===== src/rtl/meas_seq_pkg.sv =====
// meas_seq_pkg: shared state encoding and host command codes for the measurement sequencer.
package meas_seq_pkg;
   typedef enum logic [2:0] {IDLE, DRIVE, CAPTURE, GUARD, READOUT} state_t;
   localparam logic [7:0] CMD_1M    = 8'h01;
   localparam logic [7:0] CMD_5M    = 8'h05;
   localparam logic [7:0] CMD_ABORT = 8'hFF;
endpackage


===== src/rtl/sync_rise.sv =====
// sync_rise: two-flop synchronizer with a third flop for a one-cycle rising-edge pulse.
module sync_rise (
   input  logic clk,
   input  logic rst_n,
   input  logic d,
   output logic rise
);
   logic [2:0] sr;
   always_ff @(posedge clk or negedge rst_n)
      if (!rst_n) sr <= '0;
      else        sr <= {sr[1:0], d};
   assign rise = sr[1] & ~sr[2];
endmodule


===== src/rtl/meas_sequencer.sv =====
// meas_sequencer: command-driven DA drive, AD capture and UART readout sequencer with RAM ownership.
module meas_sequencer import meas_seq_pkg::*; #(
   parameter int PRE_DLY = 50,
   parameter int CAP_TMO = 5000,
   parameter int GUARD   = 4,
   parameter int TX_TMO  = 10000000,
   parameter int CNT_W   = 24
) (
   input  logic       sys_clk,
   input  logic       sys_rst_n,
   input  logic [7:0] cmd_data,
   input  logic       cmd_valid,
   input  logic       ad_done,
   input  logic       tx_done,
   output logic       da_en_1m,
   output logic       da_en_5m,
   output logic       ad_en,
   output logic       tx_en,
   output logic       ram_sel,
   output logic       busy,
   output logic       meas_done,
   output logic       err
);
   localparam logic [CNT_W-1:0] PRE_LAST = CNT_W'(PRE_DLY - 1);
   localparam logic [CNT_W-1:0] CAP_LAST = CNT_W'(CAP_TMO - 1);
   localparam logic [CNT_W-1:0] GRD_LAST = CNT_W'(GUARD - 1);
   localparam logic [CNT_W-1:0] GRD_HALF = CNT_W'(GUARD / 2);
   localparam logic [CNT_W-1:0] TX_LAST  = CNT_W'(TX_TMO - 1);
   state_t           state, state_nx;
   logic [CNT_W-1:0] cnt, cnt_nx;
   logic             sel_5m, sel_5m_nx, md_nx, err_nx, drv_nx, ram_nx;
   logic             ad_done_rise, is_start, is_abort;
   sync_rise u_ad_sync (
      .clk   (sys_clk),
      .rst_n (sys_rst_n),
      .d     (ad_done),
      .rise  (ad_done_rise)
   );
   assign is_start = cmd_valid && (cmd_data == CMD_1M || cmd_data == CMD_5M);
   assign is_abort = cmd_valid && cmd_data == CMD_ABORT;
   always_comb begin
      state_nx  = state;
      sel_5m_nx = sel_5m;
      md_nx     = 1'b0;
      err_nx    = 1'b0;
      if (state == IDLE) begin
         state_nx  = is_start ? DRIVE : IDLE;
         sel_5m_nx = is_start ? (cmd_data == CMD_5M) : sel_5m;
         err_nx    = cmd_valid && !is_start && !is_abort;
      end else if (is_abort) begin
         state_nx = IDLE;
         err_nx   = 1'b1;
      end else begin
         // any other command while busy is rejected without disturbing the sequence
         err_nx = cmd_valid;
         case (state)
            DRIVE:   if (cnt == PRE_LAST) state_nx = CAPTURE;
            CAPTURE: if (ad_done_rise) state_nx = meas_seq_pkg::GUARD;
                     else if (cnt == CAP_LAST) begin
                        state_nx = IDLE;
                        err_nx   = 1'b1;
                     end
            meas_seq_pkg::GUARD: if (cnt == GRD_LAST) state_nx = READOUT;
            READOUT: if (tx_done) begin
                        state_nx = IDLE;
                        md_nx    = 1'b1;
                     end else if (cnt == TX_LAST) begin
                        state_nx = IDLE;
                        err_nx   = 1'b1;
                     end
            default: state_nx = IDLE;
         endcase
      end
      cnt_nx = (state_nx != state || state == IDLE) ? '0 : (&cnt ? cnt : cnt + CNT_W'(1));
   end
   assign drv_nx = state_nx == DRIVE || state_nx == CAPTURE;
   assign ram_nx = state_nx == READOUT || (state_nx == meas_seq_pkg::GUARD && cnt_nx >= GRD_HALF);
   always_ff @(posedge sys_clk or negedge sys_rst_n) begin
      if (!sys_rst_n) begin
         state     <= IDLE;
         cnt       <= '0;
         sel_5m    <= 1'b0;
         da_en_1m  <= 1'b0;
         da_en_5m  <= 1'b0;
         ad_en     <= 1'b0;
         tx_en     <= 1'b0;
         ram_sel   <= 1'b0;
         busy      <= 1'b0;
         meas_done <= 1'b0;
         err       <= 1'b0;
      end else begin
         state     <= state_nx;
         cnt       <= cnt_nx;
         sel_5m    <= sel_5m_nx;
         da_en_1m  <= drv_nx && !sel_5m_nx;
         da_en_5m  <= drv_nx && sel_5m_nx;
         ad_en     <= state_nx == CAPTURE;
         tx_en     <= state_nx == READOUT;
         ram_sel   <= ram_nx;
         busy      <= state_nx != IDLE;
         meas_done <= md_nx;
         err       <= err_nx;
      end
   end
endmodule


===== config.mk =====
export PLATFORM = sky130hd
export DESIGN_NAME = meas_sequencer
export DESIGN_NICKNAME = d
export VERILOG_FILES = /design/src/rtl/meas_seq_pkg.sv /design/src/rtl/sync_rise.sv /design/src/rtl/meas_sequencer.sv
export SDC_FILE = /design/constraint.sdc
export NUM_CORES = 1
export LEC_CHECK = 0
export BUFFER_PORTS_ARGS = -buffer_cell sky130_fd_sc_hd__buf_2
export CORE_AREA = 3 3 96 98
export DETAILED_ROUTE_END_ITERATION = 8
export DIE_AREA = 0 0 99 101
export SLEW_MARGIN = 20
export SYNTH_ARGS = -nofsm -noshare
export SYNTH_HDL_FRONTEND = slang
export SYNTH_SLANG_ARGS = --single-unit

===== constraint.sdc =====
create_clock -name sys_clk -period 2.3 [get_ports sys_clk]
set_input_delay 0 -clock sys_clk [delete_from_list [all_inputs] [get_ports sys_clk]]
set_output_delay 0 -clock sys_clk [all_outputs]
set_load 0.05 [all_outputs]

==> results.md, run 1 <==
Clocking:
- The maximum level of the CTS H-tree is 2.
- The clock insertion delay at the later pin of the skew report is 0.30 ns.
- In this run the deepest clock path goes through 2 buffers.
- The TritonCTS buffer count is 5.
- The CTS sink count is 39.
- TritonCTS built the clock tree.
- Clock-pin slew was measured on the worst setup and hold paths at 0.08 ns.
- In this run the clock root is driven by a clkbuf_8.

GRT:
- Entering global routing, the biggest net connects 40 pins.
- The global routing stage identified its most utilized layer as met2.
- The first global-routing pass estimated 12.1 mm of wire.
- Global routing used around a fifth of the available met1 tracks.
- The met3 usage in global routing is 2.42%.
- The global-route total usage across every layer is between 10% and 20%.
- The overall overflow remaining after global route is 0.
- The initial antenna violation count is 0.
- The via count of the first global-routing pass came to 2524.
- For this run, global-route usage on met2 was measured as between 20% and 30%.

Floorplanning:
- The die covers 10000 sq um.
- The total area inside the core boundary comes to 8550 sq um.
- The overall die width is 99 um.
- The count of standard-cell rows is 34.
- The initial standard-cell utilization of the core is 29.5%.
- In this run the vertical extent of the chip is 101 um.
- 21 I/O pins were placed.

Timing:
- For this run, the top clock speed supported by timing is between 0.4 and 0.5 GHz.
- The count of pins over their slew limit is 0.
- The pin slew with the least headroom to its limit is 0.906 ns.
- Subtracting the final worst setup slack from the clock period gives ~2.5 ns.
- The final cycle utilization of the critical path is 108%.
- The post-route clock skew is 0.00581 ns.
- The worst pin sits at a relative slew slack of 39.6%.
- Setup repair after global routing could not meet its margin everywhere.
- In the post-route analysis, the smallest setup slack over all paths is -0.191 ns.
- The final sum of negative setup slack is -3.67 ns.
- Setup violations remaining at the end of the flow were counted as 25.
- The hold violation count in the final report is 0.

Routing:
- In the final routed layout, each cell accounts on average for roughly 15 um.
- After detailed routing, the total wire length is 7.12 mm.
- The first detailed-routing pass took 4 iterations.
- The final route contains 2458 vias.
- The vias per cell is 5.16.
- The post-route DRC violation count is 0.
- The number of DRC markers in iteration 0 is about 170.
- The remaining antenna violation count is 0.

Status:
- The flow ran to the end, but the final reports show violations.
- The checks that failed: setup timing.

Placed design:
- Input and output buffers added on the ports amount to 20.
- At the placement stage, the worst setup path has a slack of -0.380 ns.
- The final weighted congestion in routability-driven placement is a little under 0.9.
- Once placement finished, the instance area stood at 3130 sq um.
- The total placed cells including tap cells is about 460.
- The half-perimeter wire length after detailed placement is 5.28 mm.

Final layout:
- Of the cells placed in the final design, the portion with a size suffix greater than 1 is 36.7%.
- The final antenna diode count is 0.
- The register with the most flip-flops in the layout has 24 of them.
- The largest registers in the layout are cnt x24, state x3, u_ad_sync.sr x3.
- The final cell count without fillers is 476.
- The register with the most flip-flops is cnt.
- In the final design database the tool counted 383 nets.
- The post-route standard cell area excluding fillers is 3500 sq um.
- From synthesis to final layout, the design area changed by 38.8%.
- The utilization after layout is about two fifths.

Pwr:
- VDD sags by at most 0.000352 V.
- The share of power burned in registers is roughly 30%.
- Dividing total power by cell area gives a power density of ~760 nW/um^2.
- The total net switching power is 0.00102 W.
- Of the total power, the share spent switching nets is 37.9%.
- The clock network burns 21.6% of the power.
- The static leakage is between 1 and 1.5 nW.
- Cell internal power was estimated by the tool at around 0.0017 W.
- The share of total power dissipated in combinational logic is 48.5%.

Setup path:
- The worst reg-to-reg setup slack is -0.19 ns.
- In this run the worst setup path terminates at cnt[10]$_DFF_PN0_.
- STA classifies the critical path endpoint as a register.
- Tracing the worst setup path back leads to its startpoint at cnt[7]$_DFF_PN0_.
- At the worst endpoint, the required time is around 2.5 ns.
- At the worst endpoint, the arrival time is 2.72 ns.
- The critical path in this run is classified as reg2reg.
- The startpoint identified for the worst register-to-register timing path is cnt[7]$_DFF_PN0_.
- The worst setup path is launched from a register.
- Along the worst path, the maximum fanout reaches 6.
- The length in cells of the worst reg-to-reg path is 8.
- The endpoint identified for the worst register-to-register timing path is cnt[10]$_DFF_PN0_.

Synthesis:
- Ranked by total cell area, the synthesized netlist is headed by dfrtp_1 39%, nor2_1 5.5%, xnor2_1 4.5%.
- In this run, distinct cell masters in the synthesized netlist total 56.
- In this run, synthesis produced a sequential element count of 39.
- Summed over its instances, the top area cell type makes up 38.7% of the synthesized netlist area.
- The number of nets handed over by synthesis was 304.
- Dividing the synthesized area by the synthesized cell count gives 8.73 sq um.
- The biggest area contributor in the post-synthesis netlist is dfrtp_1.
- The cell area that synthesis handed to floorplanning was 2520 sq um.
- The share of the Yosys chip area taken by registers is between 30 and 40%.
- The synthesized netlist cell count is between 200 and 300.
- The count of yosys warnings during synthesis is 0.
- For this run, asynchronously set or reset flops after synthesis account for between 90% and 100%.
- Yosys mapped a number of flops with a built-in enable equal to 0.
- The most used flip-flop cell after synthesis is dfrtp_1.

Flow run:
- The tool flagged a number of max-cap violations equal to 0.

Hold path:
- The classification of the worst-slack hold path is in2reg.
-- synthesized netlist by cell type, types with 7 or more instances --
master	instances
xnor2_1	13
nor4_1	10
or3_1	7
nor2_1	37
nor3_1	13
o21ai_0	8
a21oi_1	11
nand4_1	9
xor2_1	8
dfrtp_1	39
clkbuf_1	11
nand3_1	14
nand2_1	26
-- placed cells by master, fill, tap and decap left out, types with 2 or more instances in the layout --
cell,netlist,routed
buf_2,6,20
buf_6,2,3
nor2_4,0,2
nand3_1,14,13
nor4_1,10,7
o211ai_1,2,2
nand2_1,26,26
a211oi_1,4,2
o21ai_0,8,7
xnor2_2,1,2
dfrtp_1,39,39
nor2b_1,5,4
or3_4,1,3
buf_4,0,64
nor3_2,0,2
a31oi_1,3,3
nor3_1,13,11
nor2_2,0,4
and3_1,6,6
nor4_4,0,2
xor2_1,8,8
or2_2,2,2
nand4_1,9,9
nand2b_1,4,4
a21oi_1,11,10
and2_1,2,2
nor4_2,2,3
nor2_1,37,31
dlygate4sd3_1,0,4
xnor2_1,13,12
a211oi_2,1,3
and4_1,6,6
or4_1,2,2
clkbuf_8,0,5
nor4b_1,2,2
or3_1,7,5
inv_1,5,5
-- critical path: stages (launching register included) --
cell and delay (ns):
dfrtp_1 0.39, or4_4 0.58, nor4b_4 0.30, o32ai_2 0.12, o21ai_1 0.12, or3b_1 0.36
nand3b_4 0.24, buf_12 0.18, nor3_4 0.15
-- power by group through the flow --
| stage | combinational [W] | clock [W] | sequential (W) |
|---|---|---|---|
| finish | 0.00130 | 0.000579 | 0.000800 |
| global route | 0.00141 | 0.000619 | 0.000811 |
| CTS | 0.00118 | 0.000591 | 0.000802 |
| detailed placement | 0.00101 | 0 | 0.000816 |
| global placement | 0.000995 | 0 | 0.000815 |
| floorplan | 0.000591 | 0 | 0.000912 |
-- through the flow --
stage,total power (W),hold WS [ns]
6_report,0.00268,0.151
3_3_place_gp,0.00181,0.108
3_5_place_dp,0.00182,0.110
5_1_grt,0.00284,0.201
2_1_floorplan,0.00150,-0.296
4_1_cts,0.00257,0.143
-- final cells by class --
type / count / area [sq um]
fillers: 848 / 5050
multi-input cells: 224 / 1580
flip-flops and latches: 39 / 976
repair buffers: 93 / 689
well taps: 108 / 135
clock buffers: 5 / 68.8
clock inverters: 2 / 37.5
inverters: 5 / 18.8
-- cells by family after synthesis --
family                   share of synthesized area (%)
AO/OA/AOI/OAI                                     12.1
XOR/XNOR                                          7.93
adder cells (fa/ha/maj)                          0.991
buffers and inverters                             4.76
flip-flops                                        38.7
multiplexers                                     0.843
AND/OR/NAND/NOR                                   34.7
-- metal layers --
| metal | up-vias | part of all wire (%) |
|---|---|---|
| li1 | 1205 | - |
| met1 | 1177 | 43 |
| met2 | 68 | 51 |
| met3 | 8 | 4.8 |
| met4 | 0 | 1.0 |
| met5 | - | 0 |
-- worst min path at each step --
stage / start / endpoint / cells past startpoint
after floorplan: sys_rst_n / ad_en$_DFF_PN0_ / 0
after global placement: ad_done / u_ad_sync.sr[0]$_DFF_PN0_ / 1
after detailed placement: ad_done / u_ad_sync.sr[0]$_DFF_PN0_ / 1
after CTS: cmd_valid / err$_DFF_PN0_ / 4
after global routing: cmd_valid / err$_DFF_PN0_ / 4
final: cmd_valid / err$_DFF_PN0_ / 4
-- timing repair --
item | CTS | global route
hold endpoints to repair | 42 | 0
resized for setup | 15 | 20
endpoints found under the setup margin | 28 | 28
pin swaps | 9 | 12
buffers inserted | 3 | 4
hold buffers | 4 | 0
No activity file was read; power rests on OpenSTA's default activity.
==> run 2: changes to the inputs <==
BUFFER_PORTS_ARGS = -buffer_cell sky130_fd_sc_hd__clkbuf_2   (was -buffer_cell sky130_fd_sc_hd__buf_2)
==> results.md, run 2 (synthesis results as in run 1) <==
Setup path:
- STA classifies the critical path startpoint as a register.
- The largest incremental delay on the critical path is 0.57 ns (about the same).
- Traced cell by cell, the critical path runs through or4_4 -> nor4b_4 -> o32ai_2 -> o21ai_1 -> or3b_1 -> nand3b_4 -> buf_6 -> a211oi_2.
- The critical path in this run is classified as reg2reg.
- The cell at the slowest stage of the critical path is or4_4.
- The critical path endpoint category is a register.
- The critical path required time came to 2.51 ns (-0.02 ns).
- The critical path data arrival time is 2.75 ns (+0.03 ns).
- The maximum net fanout on the critical path is 6 (unchanged).

Final layout:
- The most frequent standard cell in the layout excluding fill and tap cells is buf_4.
- The register with the most flip-flops is cnt.
- The final antenna diode count came to 0 (unchanged).
- The area growth from synthesis to layout is 36.1%.
- The fraction of final layout cells with drive strength greater than 1 was 34.2% (-2.4 points).
- In the layout the commonest cells are 63 x buf_4, 39 x dfrtp_1, 35 x nor2_1.
- The net total in the final layout is 380 (-0.78%).
- The final-layout fill cell count is 820 (-3.3%).
- The post-route standard cell area excluding fillers is 3440 sq um (-1.9%).
- In the final layout, the registers with the most flip-flops are cnt x24, state x3, u_ad_sync.sr x3.
- The flip-flop count of the largest register, all copies and words added is 24 (unchanged).

Clocking:
- The largest buffer count on any clock path is 2 (unchanged).
- The TritonCTS buffer count is 5 (unchanged).
- The library cell used as clock root buffer is clkbuf_8.
- The CTS sink count is 39 (unchanged).
- TritonCTS built the clock tree.
- The clock transition time at the flip-flop clock pins of the worst setup and hold paths is 0.09 ns (about the same).
- The maximum level of the CTS H-tree is 2 (unchanged).
- The clock insertion delay at the later pin of the skew report is 0.30 ns (about the same).

Timing:
- The final critical path time including I/O delays and setup is 2.53 ns (+0.0429 ns).
- The final sum of negative setup slack is -4.07 ns (-0.400 ns).
- The count of endpoints failing setup in the final report is 25 (unchanged).
- The count of pins over their slew limit is 0 (unchanged).
- The worst slew margin relative to its limit is 40.5% (+0.85 points).
- Setup repair after global routing could not meet its margin everywhere.
- The pin slew with the least headroom to its limit is 0.893 ns (-0.0128 ns).
- The post-route clock skew is 0.00932 ns (+0.00351 ns).
- The hold violation count in the final report is 0 (unchanged).
- The final cycle utilization of the critical path is 110% (+1.9 points).
- The setup slack after layout is -0.234 ns (-0.0429 ns).
- The fmax is 0.395 GHz (-1.7%).

GRT:
- The global-route total usage across every layer is 14.4% (-0.55 points).
- The met3 usage in global routing is 2.98% (+0.55 points).
- The met1 track utilization from global routing is 18.7% (-0.037 points).
- The maximum number of pins on one net before global-route repair is 40 (unchanged).
- The overall overflow remaining after global route is 0 (unchanged).
- In this run the most used layer during global routing was met2.
- The initial antenna violation count is 0 (unchanged).
- The wire length of the first global-routing pass was 11.6 mm (-4.3%).
- The fraction of met2 tracks used by global routing was 24.0% (-2.8 points).
- The via count of the first global-routing pass came to 2368 (-6.2%).

Placed design:
- The port buffer count is 20 (unchanged).
- The final weighted congestion in routability-driven placement came to 0.903 (+1.4%).
- The minimum setup slack after placement is -0.418 ns (-0.0375 ns).
- The placed cell area is 3130 sq um (unchanged).
- The half-perimeter wire length after detailed placement was 5.16 mm (-2.3%).

Pwr:
- The static leakage came to 1.43 nW (-3.0%).
- The highest ir drop seen on vdd was 0.000314 V (-11%).
- The power density relative to cell area is 762 nW/um^2 (-0.23%).

Floorplanning:
- The height of the die came to 101 um (unchanged).
- The overall die width is 99 um (unchanged).
- The count of standard-cell rows came to 34 (unchanged).
- The initial standard-cell utilization of the core is 29.5% (unchanged).
- The placeable core region came to 8550 sq um (unchanged).
- The number of top-level pins is 21 (unchanged).
- The full die area is 10000 sq um (unchanged).

Hold path:
- The classification of the worst-slack hold path is in2reg.

Routing:
- The wire length per cell is 14.5 um (-2.8%).
- The total via count in the routed design is 2381 (-3.1%).
- The final routed wirelength across all metal layers is 6.88 mm (-3.4%).
- The remaining antenna violation count is 0 (unchanged).
- The post-route DRC violation count is 0 (unchanged).
- The vias per cell is 5.03 (-2.5%).
- The detailed-router iteration count before antenna repair is 4 (unchanged).
- The number of DRC markers in iteration 0 came to 129 (-25%).

Flow run:
- The max-cap check violation count is 0 (unchanged).

Status:
- The final reports fail on setup timing.
- The flow ran to the end, but the final reports show violations.
==> run 2: cell types whose count changed in the layout (fill, tap and decap cells not counted), sizes merged <==
cell	delta
buf	-22
clkbuf	+19
==> run 2: metrics by stage <==
stage | power, W | util (%) | cells | hold WS (ns)
2_1_floorplan | 0.00150 | - | 289 | -0.296
3_3_place_gp | 0.00182 | 36.6 | 458 | 0.108
3_5_place_dp | 0.00182 | 36.6 | 458 | 0.111
4_1_cts | 0.00253 | 39.3 | 473 | 0.122
5_1_grt | 0.00279 | 40.2 | 473 | 0.158
6_report | 0.00262 | 40.2 | 473 | 0.132
==> run 2: final timing paths <==
path,startpoint,end,slack (ns),cells after the start
hold / removal,cmd_valid,err$_DFF_PN0_,0.13,4
max in group asynchronous,sys_rst_n,cnt[19]$_DFF_PN0_,1.38,2
setup reg to reg,cnt[7]$_DFF_PN0_,cnt[8]$_DFF_PN0_,-0.23,8
hold reg to reg,u_ad_sync.sr[0]$_DFF_PN0_,u_ad_sync.sr[1]$_DFF_PN0_,0.34,0
min in group asynchronous,sys_rst_n,sel_5m$_DFF_PN0_,0.36,2
setup / recovery,cnt[7]$_DFF_PN0_,cnt[8]$_DFF_PN0_,-0.23,8
==> run 2: power breakdown <==
part | switching (W) | total [W] | internal (W)
clock network | 0.000257 | 0.000574 | 0.000317
logic | 0.000680 | 0.00123 | 0.000548
registers | 0.0000641 | 0.000818 | 0.000754
total | 0.00100 | 0.00262 | 0.00162
==> run 2: critical path, delay by kind of cell (launching register included) <==
kind	cells	cell delay, ns
compound gates	3	0.42
simple gates	4	1.49
buf+inv	1	0.17
flops	1	0.38
==> run 2: repair_timing <==
action,4_1_cts,5_1_grt
hold buffers,4,0
endpoints found under the hold margin,42,0
gates cloned,0,0
gates resized for setup,11,17
endpoints found under the setup margin,28,29
pin swaps,7,11
buffers inserted,4,1
==> run 2: per-layer routing <==
| layer | up-vias | routed length [um] |
|---|---|---|
| met1 | 1113 | 2970 |
| li1 | 1190 | - |
| met2 | 65 | 3350 |
| met3 | 13 | 393 |
| met4 | 0 | 156 |
| met5 | - | 0 |
==> run 2: layout make-up <==
cell class | count | area (sq um) | share of cell area, %
Clock buffer | 5 | 68.8 | 2.00
Clock inverter | 2 | 37.5 | 1.09
Inverter | 5 | 21.3 | 0.619
Multi-Input combinational cell | 224 | 1550 | 45.1
Sequential cell | 39 | 976 | 28.4
Tap cell | 108 | 135 | 3.93
Timing Repair Buffer | 90 | 647 | 18.8
